## config.mk

```make
export PLATFORM = sky130hd
export DESIGN_NAME = pipe_hazard_ctrl_flat
export DESIGN_NICKNAME = d
export VERILOG_FILES = /design/src/rtl/pipe_hazard_ctrl_pkg.sv /design/src/rtl/pipe_hazard_ctrl_if.sv /design/src/rtl/pipe_hazard_ctrl_hazard_detect.sv /design/src/rtl/pipe_hazard_ctrl.sv /design/src/flat_wrapper.sv
export SDC_FILE = /design/constraint.sdc
export NUM_CORES = 1
export LEC_CHECK = 0
export CORE_AREA = 2 2 39 41
export DETAILED_ROUTE_END_ITERATION = 10
export DIE_AREA = 0 0 41 43
export SETUP_SLACK_MARGIN = 0.02
export SYNTH_ARGS = -nofsm -noshare
export SYNTH_HDL_FRONTEND = slang
export SYNTH_HIERARCHICAL = 1
export SYNTH_SLANG_ARGS = --single-unit
export TNS_END_PERCENT = 20
```

## constraint.sdc

```tcl
create_clock -name clk -period 4.2 [get_ports clk]
set_input_delay 1.26 -clock clk [delete_from_list [all_inputs] [get_ports clk]]
set_output_delay 1.26 -clock clk [all_outputs]
set_load 0.05 [all_outputs]
```

## src/rtl/pipe_hazard_ctrl_pkg.sv

```systemverilog
// Shared types and constants for the pipeline hazard controller:
// FSM state encodings, the per-cycle control word and counter sizing.
package pipe_hazard_pkg;

    localparam int CNT_W    = 4;
    localparam int REG_ZERO = 0;

    typedef enum logic [1:0] {
        RUN     = 2'b00,
        LSTALL  = 2'b01,
        REDIR   = 2'b10,
        ILLEGAL = 2'b11
    } hz_state_e;

    // One cycle's worth of pipeline-register control.
    typedef struct packed {
        logic pc_write;
        logic ifid_write;
        logic ifid_flush;
        logic idex_flush;
    } ctrl_t;

    localparam ctrl_t CTRL_RUN   = '{pc_write: 1'b1, ifid_write: 1'b1, ifid_flush: 1'b0, idex_flush: 1'b0};
    localparam ctrl_t CTRL_STALL = '{pc_write: 1'b0, ifid_write: 1'b0, ifid_flush: 1'b0, idex_flush: 1'b1};
    localparam ctrl_t CTRL_FLUSH = '{pc_write: 1'b1, ifid_write: 1'b1, ifid_flush: 1'b1, idex_flush: 1'b0};
    localparam ctrl_t CTRL_RESET = '{pc_write: 1'b0, ifid_write: 1'b0, ifid_flush: 1'b1, idex_flush: 1'b1};

endpackage

```

## src/rtl/pipe_hazard_ctrl_if.sv

```systemverilog
// Hazard-controller bundle: ID/EX hazard sources in, pipeline stall/flush controls out.
// The statistics counters exist only when PIPE_HAZARD_STATS_EN is defined.
interface pipe_hazard_ctrl_if #(
    parameter int REG_W = 5
);
    logic [REG_W-1:0] ID_rs;
    logic [REG_W-1:0] ID_rt;
    logic             ID_uses_rt;
    logic             EX_MemRead;
    logic [REG_W-1:0] EX_rd;
    logic             ID_branch_taken;
    logic             ID_jump;

    logic             PC_write;
    logic             IFID_write;
    logic             IFID_flush;
    logic             IDEX_flush;
    logic [1:0]       hz_state;
    logic             stall_active;
`ifdef PIPE_HAZARD_STATS_EN
    logic [31:0]      stall_cnt;
    logic [31:0]      flush_cnt;
`endif

    // Pipeline side: supplies hazard sources, consumes controls.
    modport master (
        output ID_rs, ID_rt, ID_uses_rt, EX_MemRead, EX_rd, ID_branch_taken, ID_jump,
        input  PC_write, IFID_write, IFID_flush, IDEX_flush, hz_state, stall_active
`ifdef PIPE_HAZARD_STATS_EN
        , input stall_cnt, flush_cnt
`endif
    );

    modport slave (
        input  ID_rs, ID_rt, ID_uses_rt, EX_MemRead, EX_rd, ID_branch_taken, ID_jump,
        output PC_write, IFID_write, IFID_flush, IDEX_flush, hz_state, stall_active
`ifdef PIPE_HAZARD_STATS_EN
        , output stall_cnt, flush_cnt
`endif
    );
endinterface

```

## src/rtl/pipe_hazard_ctrl_hazard_detect.sv

```systemverilog
// Combinational load-use and redirect detection; kept separate so the
// forwarding unit can reuse the same equations.
module hazard_detect
    import pipe_hazard_pkg::*;
#(
    parameter int REG_W = 5
) (
    input  logic [REG_W-1:0] ID_rs,
    input  logic [REG_W-1:0] ID_rt,
    input  logic             ID_uses_rt,
    input  logic             EX_MemRead,
    input  logic [REG_W-1:0] EX_rd,
    input  logic             ID_branch_taken,
    input  logic             ID_jump,
    output logic             load_use,
    output logic             redirect
);

    // Register 0 is hardwired, so a load targeting it can never create a dependency.
    assign load_use = EX_MemRead
                    & (EX_rd != REG_W'(REG_ZERO))
                    & ((EX_rd == ID_rs) | (ID_uses_rt & (EX_rd == ID_rt)));

    assign redirect = ID_branch_taken | ID_jump;

endmodule

```

## src/rtl/pipe_hazard_ctrl.sv

```systemverilog
// Stall/flush controller for the 5-stage pipeline: posedge FSM plus down-counter
// stretching load-use stalls and redirect flushes. Optional PIPE_HAZARD_STATS_EN adds counters.
module pipe_hazard_ctrl
    import pipe_hazard_pkg::*;
#(
    parameter int LOAD_STALL_CYCLES  = 1,
    parameter int REDIR_FLUSH_CYCLES = 1,
    parameter int REG_W              = 5
) (
    input  logic              clk,
    input  logic              rst,
    pipe_hazard_ctrl_if.slave hz
);

    hz_state_e        state, state_nxt;
    logic [CNT_W-1:0] cnt, cnt_nxt;
    ctrl_t            ctrl;
    logic             load_use;
    logic             redirect;

    hazard_detect #(.REG_W(REG_W)) u_detect (
        .ID_rs           (hz.ID_rs),
        .ID_rt           (hz.ID_rt),
        .ID_uses_rt      (hz.ID_uses_rt),
        .EX_MemRead      (hz.EX_MemRead),
        .EX_rd           (hz.EX_rd),
        .ID_branch_taken (hz.ID_branch_taken),
        .ID_jump         (hz.ID_jump),
        .load_use        (load_use),
        .redirect        (redirect)
    );

    // NOTE: state registers use non-blocking assignments so every flop samples pre-edge values.
    always_ff @(posedge clk) begin
        if (rst) begin
            state <= RUN;
            cnt   <= '0;
        end else begin
            state <= state_nxt;
            cnt   <= cnt_nxt;
        end
    end

    // NOTE: every output of this block gets a default first so no path infers a latch.
    always_comb begin
        state_nxt = state;
        cnt_nxt   = cnt;
        ctrl      = CTRL_RUN;

        unique case (state)
            RUN: begin
                if (load_use) begin
                    ctrl = CTRL_STALL;
                    if (LOAD_STALL_CYCLES > 1) begin
                        state_nxt = LSTALL;
                        cnt_nxt   = CNT_W'(LOAD_STALL_CYCLES - 1);
                    end
                end else if (redirect) begin
                    ctrl = CTRL_FLUSH;
                    if (REDIR_FLUSH_CYCLES > 1) begin
                        state_nxt = REDIR;
                        cnt_nxt   = CNT_W'(REDIR_FLUSH_CYCLES - 1);
                    end
                end
            end
            LSTALL, REDIR: begin
                ctrl = (state == LSTALL) ? CTRL_STALL : CTRL_FLUSH;
                // Leaving at cnt<=1 keeps the counter from ever wrapping below zero.
                if (cnt <= CNT_W'(1)) begin
                    state_nxt = RUN;
                    cnt_nxt   = '0;
                end else begin
                    cnt_nxt = cnt - CNT_W'(1);
                end
            end
            default: begin
                ctrl      = CTRL_STALL;
                state_nxt = RUN;
                cnt_nxt   = '0;
            end
        endcase

        // Reset overrides everything so a mid-stall reset still bubbles the pipe.
        if (rst) begin
            ctrl = CTRL_RESET;
        end
    end

    assign hz.PC_write     = ctrl.pc_write;
    assign hz.IFID_write   = ctrl.ifid_write;
    assign hz.IFID_flush   = ctrl.ifid_flush;
    assign hz.IDEX_flush   = ctrl.idex_flush;
    assign hz.hz_state     = state;
    assign hz.stall_active = ~ctrl.pc_write;

`ifdef PIPE_HAZARD_STATS_EN
    logic [31:0] stall_cnt_q;
    logic [31:0] flush_cnt_q;

    always_ff @(posedge clk) begin
        if (rst) begin
            stall_cnt_q <= '0;
            flush_cnt_q <= '0;
        end else begin
            if (!ctrl.pc_write && (stall_cnt_q != 32'hFFFF_FFFF)) begin
                stall_cnt_q <= stall_cnt_q + 32'd1;
            end
            if (ctrl.ifid_flush && (flush_cnt_q != 32'hFFFF_FFFF)) begin
                flush_cnt_q <= flush_cnt_q + 32'd1;
            end
        end
    end

    assign hz.stall_cnt = stall_cnt_q;
    assign hz.flush_cnt = flush_cnt_q;
`endif

endmodule

```

## src/flat_wrapper.sv

```systemverilog
// flat-port wrapper written by rule: the top's interface ports become plain ports
module pipe_hazard_ctrl_flat import pipe_hazard_pkg::*;
#(
    parameter int LOAD_STALL_CYCLES  = 1,
    parameter int REDIR_FLUSH_CYCLES = 1,
    parameter int REG_W              = 5
)
  (clk, rst, hz_ID_rs, hz_ID_rt, hz_ID_uses_rt, hz_EX_MemRead, hz_EX_rd, hz_ID_branch_taken, hz_ID_jump, hz_PC_write, hz_IFID_write, hz_IFID_flush, hz_IDEX_flush, hz_hz_state, hz_stall_active);
  pipe_hazard_ctrl_if #(.REG_W(REG_W)) hz_i ();
  input  logic clk;
  input  logic rst;
  input wire logic [$bits(hz_i.ID_rs)-1:0] hz_ID_rs;
  input wire logic [$bits(hz_i.ID_rt)-1:0] hz_ID_rt;
  input wire logic [$bits(hz_i.ID_uses_rt)-1:0] hz_ID_uses_rt;
  input wire logic [$bits(hz_i.EX_MemRead)-1:0] hz_EX_MemRead;
  input wire logic [$bits(hz_i.EX_rd)-1:0] hz_EX_rd;
  input wire logic [$bits(hz_i.ID_branch_taken)-1:0] hz_ID_branch_taken;
  input wire logic [$bits(hz_i.ID_jump)-1:0] hz_ID_jump;
  output wire logic [$bits(hz_i.PC_write)-1:0] hz_PC_write;
  output wire logic [$bits(hz_i.IFID_write)-1:0] hz_IFID_write;
  output wire logic [$bits(hz_i.IFID_flush)-1:0] hz_IFID_flush;
  output wire logic [$bits(hz_i.IDEX_flush)-1:0] hz_IDEX_flush;
  output wire logic [$bits(hz_i.hz_state)-1:0] hz_hz_state;
  output wire logic [$bits(hz_i.stall_active)-1:0] hz_stall_active;
  assign hz_i.ID_rs = hz_ID_rs;
  assign hz_i.ID_rt = hz_ID_rt;
  assign hz_i.ID_uses_rt = hz_ID_uses_rt;
  assign hz_i.EX_MemRead = hz_EX_MemRead;
  assign hz_i.EX_rd = hz_EX_rd;
  assign hz_i.ID_branch_taken = hz_ID_branch_taken;
  assign hz_i.ID_jump = hz_ID_jump;
  assign hz_PC_write = hz_i.PC_write;
  assign hz_IFID_write = hz_i.IFID_write;
  assign hz_IFID_flush = hz_i.IFID_flush;
  assign hz_IDEX_flush = hz_i.IDEX_flush;
  assign hz_hz_state = hz_i.hz_state;
  assign hz_stall_active = hz_i.stall_active;
  pipe_hazard_ctrl #(.LOAD_STALL_CYCLES(LOAD_STALL_CYCLES), .REDIR_FLUSH_CYCLES(REDIR_FLUSH_CYCLES), .REG_W(REG_W)) u_core (.clk(clk), .rst(rst), .hz(hz_i));
endmodule
```

==> Yosys cells after proc, flatten, opt, wreduce, memory -nomap -nowiden <==
Cells that the tools add are included.
{ "word_totals": {"register_bits": 6, "inputBits": 21, "output_inout_bits": 7, "word_cells": 29} }
{ "classes": {"addsub": 1, "n_lt_le_gt_ge": 1, "n_eq_ne": 5, "mux": 9, "n_bitwise": 7, "reduce_logical": 4} }
{ "op_table": {"columns": ["op", "n"], "rows": [
  ["$mux W4", 4],
  ["$pmux W4 S2", 2],
  ["$eq A5 B5 Y1", 2],
  ["$reduce_bool A5 Y1", 1],
  ["$le A4 B1 Y1 const B", 1],
  ["$mux W2", 2],
  ["$pmux W2 S2", 1],
  ["$sub A4 B1 Y4 const B", 1],
  ["$and A1 B1 Y1", 3],
  ["$eq A2 B1 Y1 const B", 1],
  ["$eq A2 B2 Y1 const B", 1],
  ["$logic_not A2 Y1", 1],
  ["$ne A2 B1 Y1 const B", 1],
  ["$not A1 Y1", 2],
  ["$or A1 B1 Y1", 2],
  ["$reduce_and A2 Y1", 1],
  ["$reduce_or A2 Y1", 1]
]} }

==> Depth between registers and ports, before layout <==
{ "logic_depth": {"word_depth": 8, "mapped_depth": 7, "ltp_nobuf": 6} }

==> Hierarchy <==
The synthesis kept the hierarchy.
{ "by_module_without_submodules": {"columns": ["module", "n_inst", "cells_per_inst", "area_per_inst_um2", "seq_area_each_um2"], "rows": [
  ["hazard_detect", 1, 18, 138.9, 0.0],
  ["pipe_hazard_ctrl", 1, 9, 58.8, 0.0]
]} }

==> Worst setup path after synthesis <==
Ideal clock, no wire load.
{ "synth_timing": {"path_type": "in2out", "from": "in hz_EX_rd[1]", "to": "out hz_PC_write", "arrival_ps": 2721, "required_ps": 2940, "setup_slack_ps": 219, "stages": 6, "n_path_buf": 1, "path_cell_list": "or4_1 o21ai_1 a21oi_1 or2_4 inv_2 buf_4"} }
{ "synth_between": {"elab_chain_len": 7, "word_cells_on_any_way": 10} }
{ "synth_rtl": {"columns": ["element", "line_no", "rtl"], "rows": [
  ["start: declaration", "flat_wrapper.sv:16", "input wire logic [$bits(hz_i.EX_rd)-1:0] hz_EX_rd;"],
  ["$eq A5 B5 Y1", "pipe_hazard_ctrl_hazard_detect.sv:22", "& ((EX_rd == ID_rs) | (ID_uses_rt & (EX_rd == ID_rt)));"],
  ["$and A1 B1 Y1", "pipe_hazard_ctrl_hazard_detect.sv:22", null],
  ["$or A1 B1 Y1", "pipe_hazard_ctrl_hazard_detect.sv:22", null],
  ["$and A1 B1 Y1 *", "pipe_hazard_ctrl_hazard_detect.sv:22", null],
  ["via u_core.load_use", "pipe_hazard_ctrl.sv:18", "logic load_use;"],
  ["$mux W4 *", "pipe_hazard_ctrl.sv:52", "if (load_use) begin"],
  ["$pmux W4 S2 *", "pipe_hazard_ctrl.sv:50", "unique case (state)"],
  ["$mux W4 *", "pipe_hazard_ctrl.sv:84", "if (rst) begin"],
  ["end: declaration", "flat_wrapper.sv:19", "output wire logic [$bits(hz_i.PC_write)-1:0] hz_PC_write;"]
]} }
Mark *: on every way through the listed nets, which the timed path passes. The rest lies on a longest branch.

==> Final worst setup path <==
Same ends and word-level chain as after synthesis.

==> reports/qor.yml <==
die_w_um: 41
rsz0062_at_grt: "yes"
synth_compound_area_share_pct: 9.494
fin_crit_sh_pct: 98.53
cts-hold-fix-buffers: 0
gp_congestion: 0.6511
crit_type: "in -> out"
viasPerCell: 3.657
utilization_pct: 38.34
cts_setup_buffers: 0
coreArea_um2: 1384
antenna_found_initial: 0
ir_drop_uv: 36.26
grt.total_usage_pct: 6.294
ff_latch_area_um2: 0
hold_viol: 0
drive_gt1_share_pct: 31.48
die_area_um2: 1763
seq_area_frac_synth_pct: 0
layout_commonest_cell: "clkdlybuf4s50_1"
fmax_mhz: 241.6
drt-initial-drc-count: 0
wl_per_cell_um: 7.571
status: "finished clean"
synthSimpleGateAreaFrac_pct: 25.32
p_per_area_nw_per_um2: 121.2
hold_path.class: "in -> out"
leakage_nw: 0.2279
fin_cells: 70
diodes: 0
nNetsFinal: 77
synth_fa_ha_area_share_pct: 0
seq_cell_count: 0
wirelength_um: 530
yosys.area_share.xor_xnor_pct: 44.30
critPathRequiredTime_ns: 2.94
portBuffers: 25
hpwlAfterDp_um: 526.8
ios: 28
hold_depth: 6
dpl.cell_count: 70
critPathLaunchType: "input port"
synth_warnings: 6
maxSlewViolCount: 0
path_max_fanout: 3
muxShareOfSynthArea_pct: 0
netlist_instances: 27
grt_max_degree: 4
setup_viol: 0
mappedNetlistArea_um2: 197.7
first_global_vias: 224
grt_pass1_wl_um: 821
synth_top_family_by_area: "XOR/XNOR gates"
die_h_um: 43
ys_types: 15
finalWorstPathRequiredPeriod_ns: 4.138
cp-end-kind: "primary output"
drtAntennaViolNets: 0
avgSynthCellArea_um2: 7.322
synthToLayoutAreaGrowth_pct: 168.4
power_uw: 64.32
dr.pass1.iters: 1
num_rows: 14
cp.arrival_ns: 2.88
drc: 0
num_vias: 256
n_clock_buffer: 0
overflow: 0
maxCapViolCount: 0
start_util_pct: 14.29
final_cell_mix: "clkdlybuf4s50_1, xor2_1, buf_4, buf_12, xnor2_1"
## metrics by stage
| step | TNS, ns | hold WS, ns | setup WS, ns | cell area, µm² |
|---|---|---|---|---|
| after floorplan | 0 | 2.721 | 0.2190 | 201.4 |
| after global routing | 0 | 3.285 | 0.001301 | 530.5 |
| after detailed placement | -0.06039 | 3.265 | -0.03027 | 516.7 |
| after global placement | -0.04370 | 3.269 | -0.02189 | 516.7 |
| final | 0 | 3.229 | 0.06162 | 530.5 |
| after CTS | 0 | 3.272 | 0.01046 | 519.2 |
## final cells by class
class,instances,area (µm²)
fill,153,853.3
inverter,2,10.01
multi-input combinational,22,171.4
tap,16,20.02
timing repair buffer,30,329.1
## worst max-delay path, stage by stage
cell	delay, ns
clkdlybuf4s50_1	0.41
or4_1	0.53
o21ai_2	0.14
a21oi_2	0.05
or2_4	0.27
inv_4	0.09
buf_12	0.13
## power breakdown
| part | internal, mW | switching, mW |
|---|---|---|
| clock network | 0 | 0 |
| registers | 0 | 0 |
| logic | 0.0360 | 0.0283 |
## routing by layer
layer | wire (µm) | global-route usage (%)
met3 | 96 | 1.047
met5 | 0 | 0
met2 | 242 | 11.56
met1 | 191 | 7.595
met4 | 0 | 0
## final timing paths
path / from / end / slack, ns
setup / recovery: hz_EX_rd[1] / hz_PC_write / 0.06
hold / removal: hz_EX_rd[0] / hz_IFID_flush / 3.23
## logic make-up after synthesis
logic type,count (synthesis)
and+or+nand+nor,7
xor gates and xnor gates,10
AOI/OAI and AO/OA,3
other,1
buffers and inverters,6
## synth_stat cells, drive strengths merged
master / number / area (µm²)
a21o: 1 / 8.760
a21oi: 1 / 5.000
buf: 4 / 30.03
conb: 1 / 3.750
inv: 2 / 7.500
nand3: 2 / 10.01
nor3: 1 / 5.000
nor4: 1 / 12.51
o21ai: 1 / 5.000
or2: 2 / 15.02
or4: 1 / 7.510
xnor2: 3 / 26.28
xor2: 7 / 61.31
## repair_timing
item | CTS | global route
setup endpoints to repair | 3 | 5
pin swaps | 0 | 3
resized for setup | 2 | 4
Power figures use the tool's default switching activity.
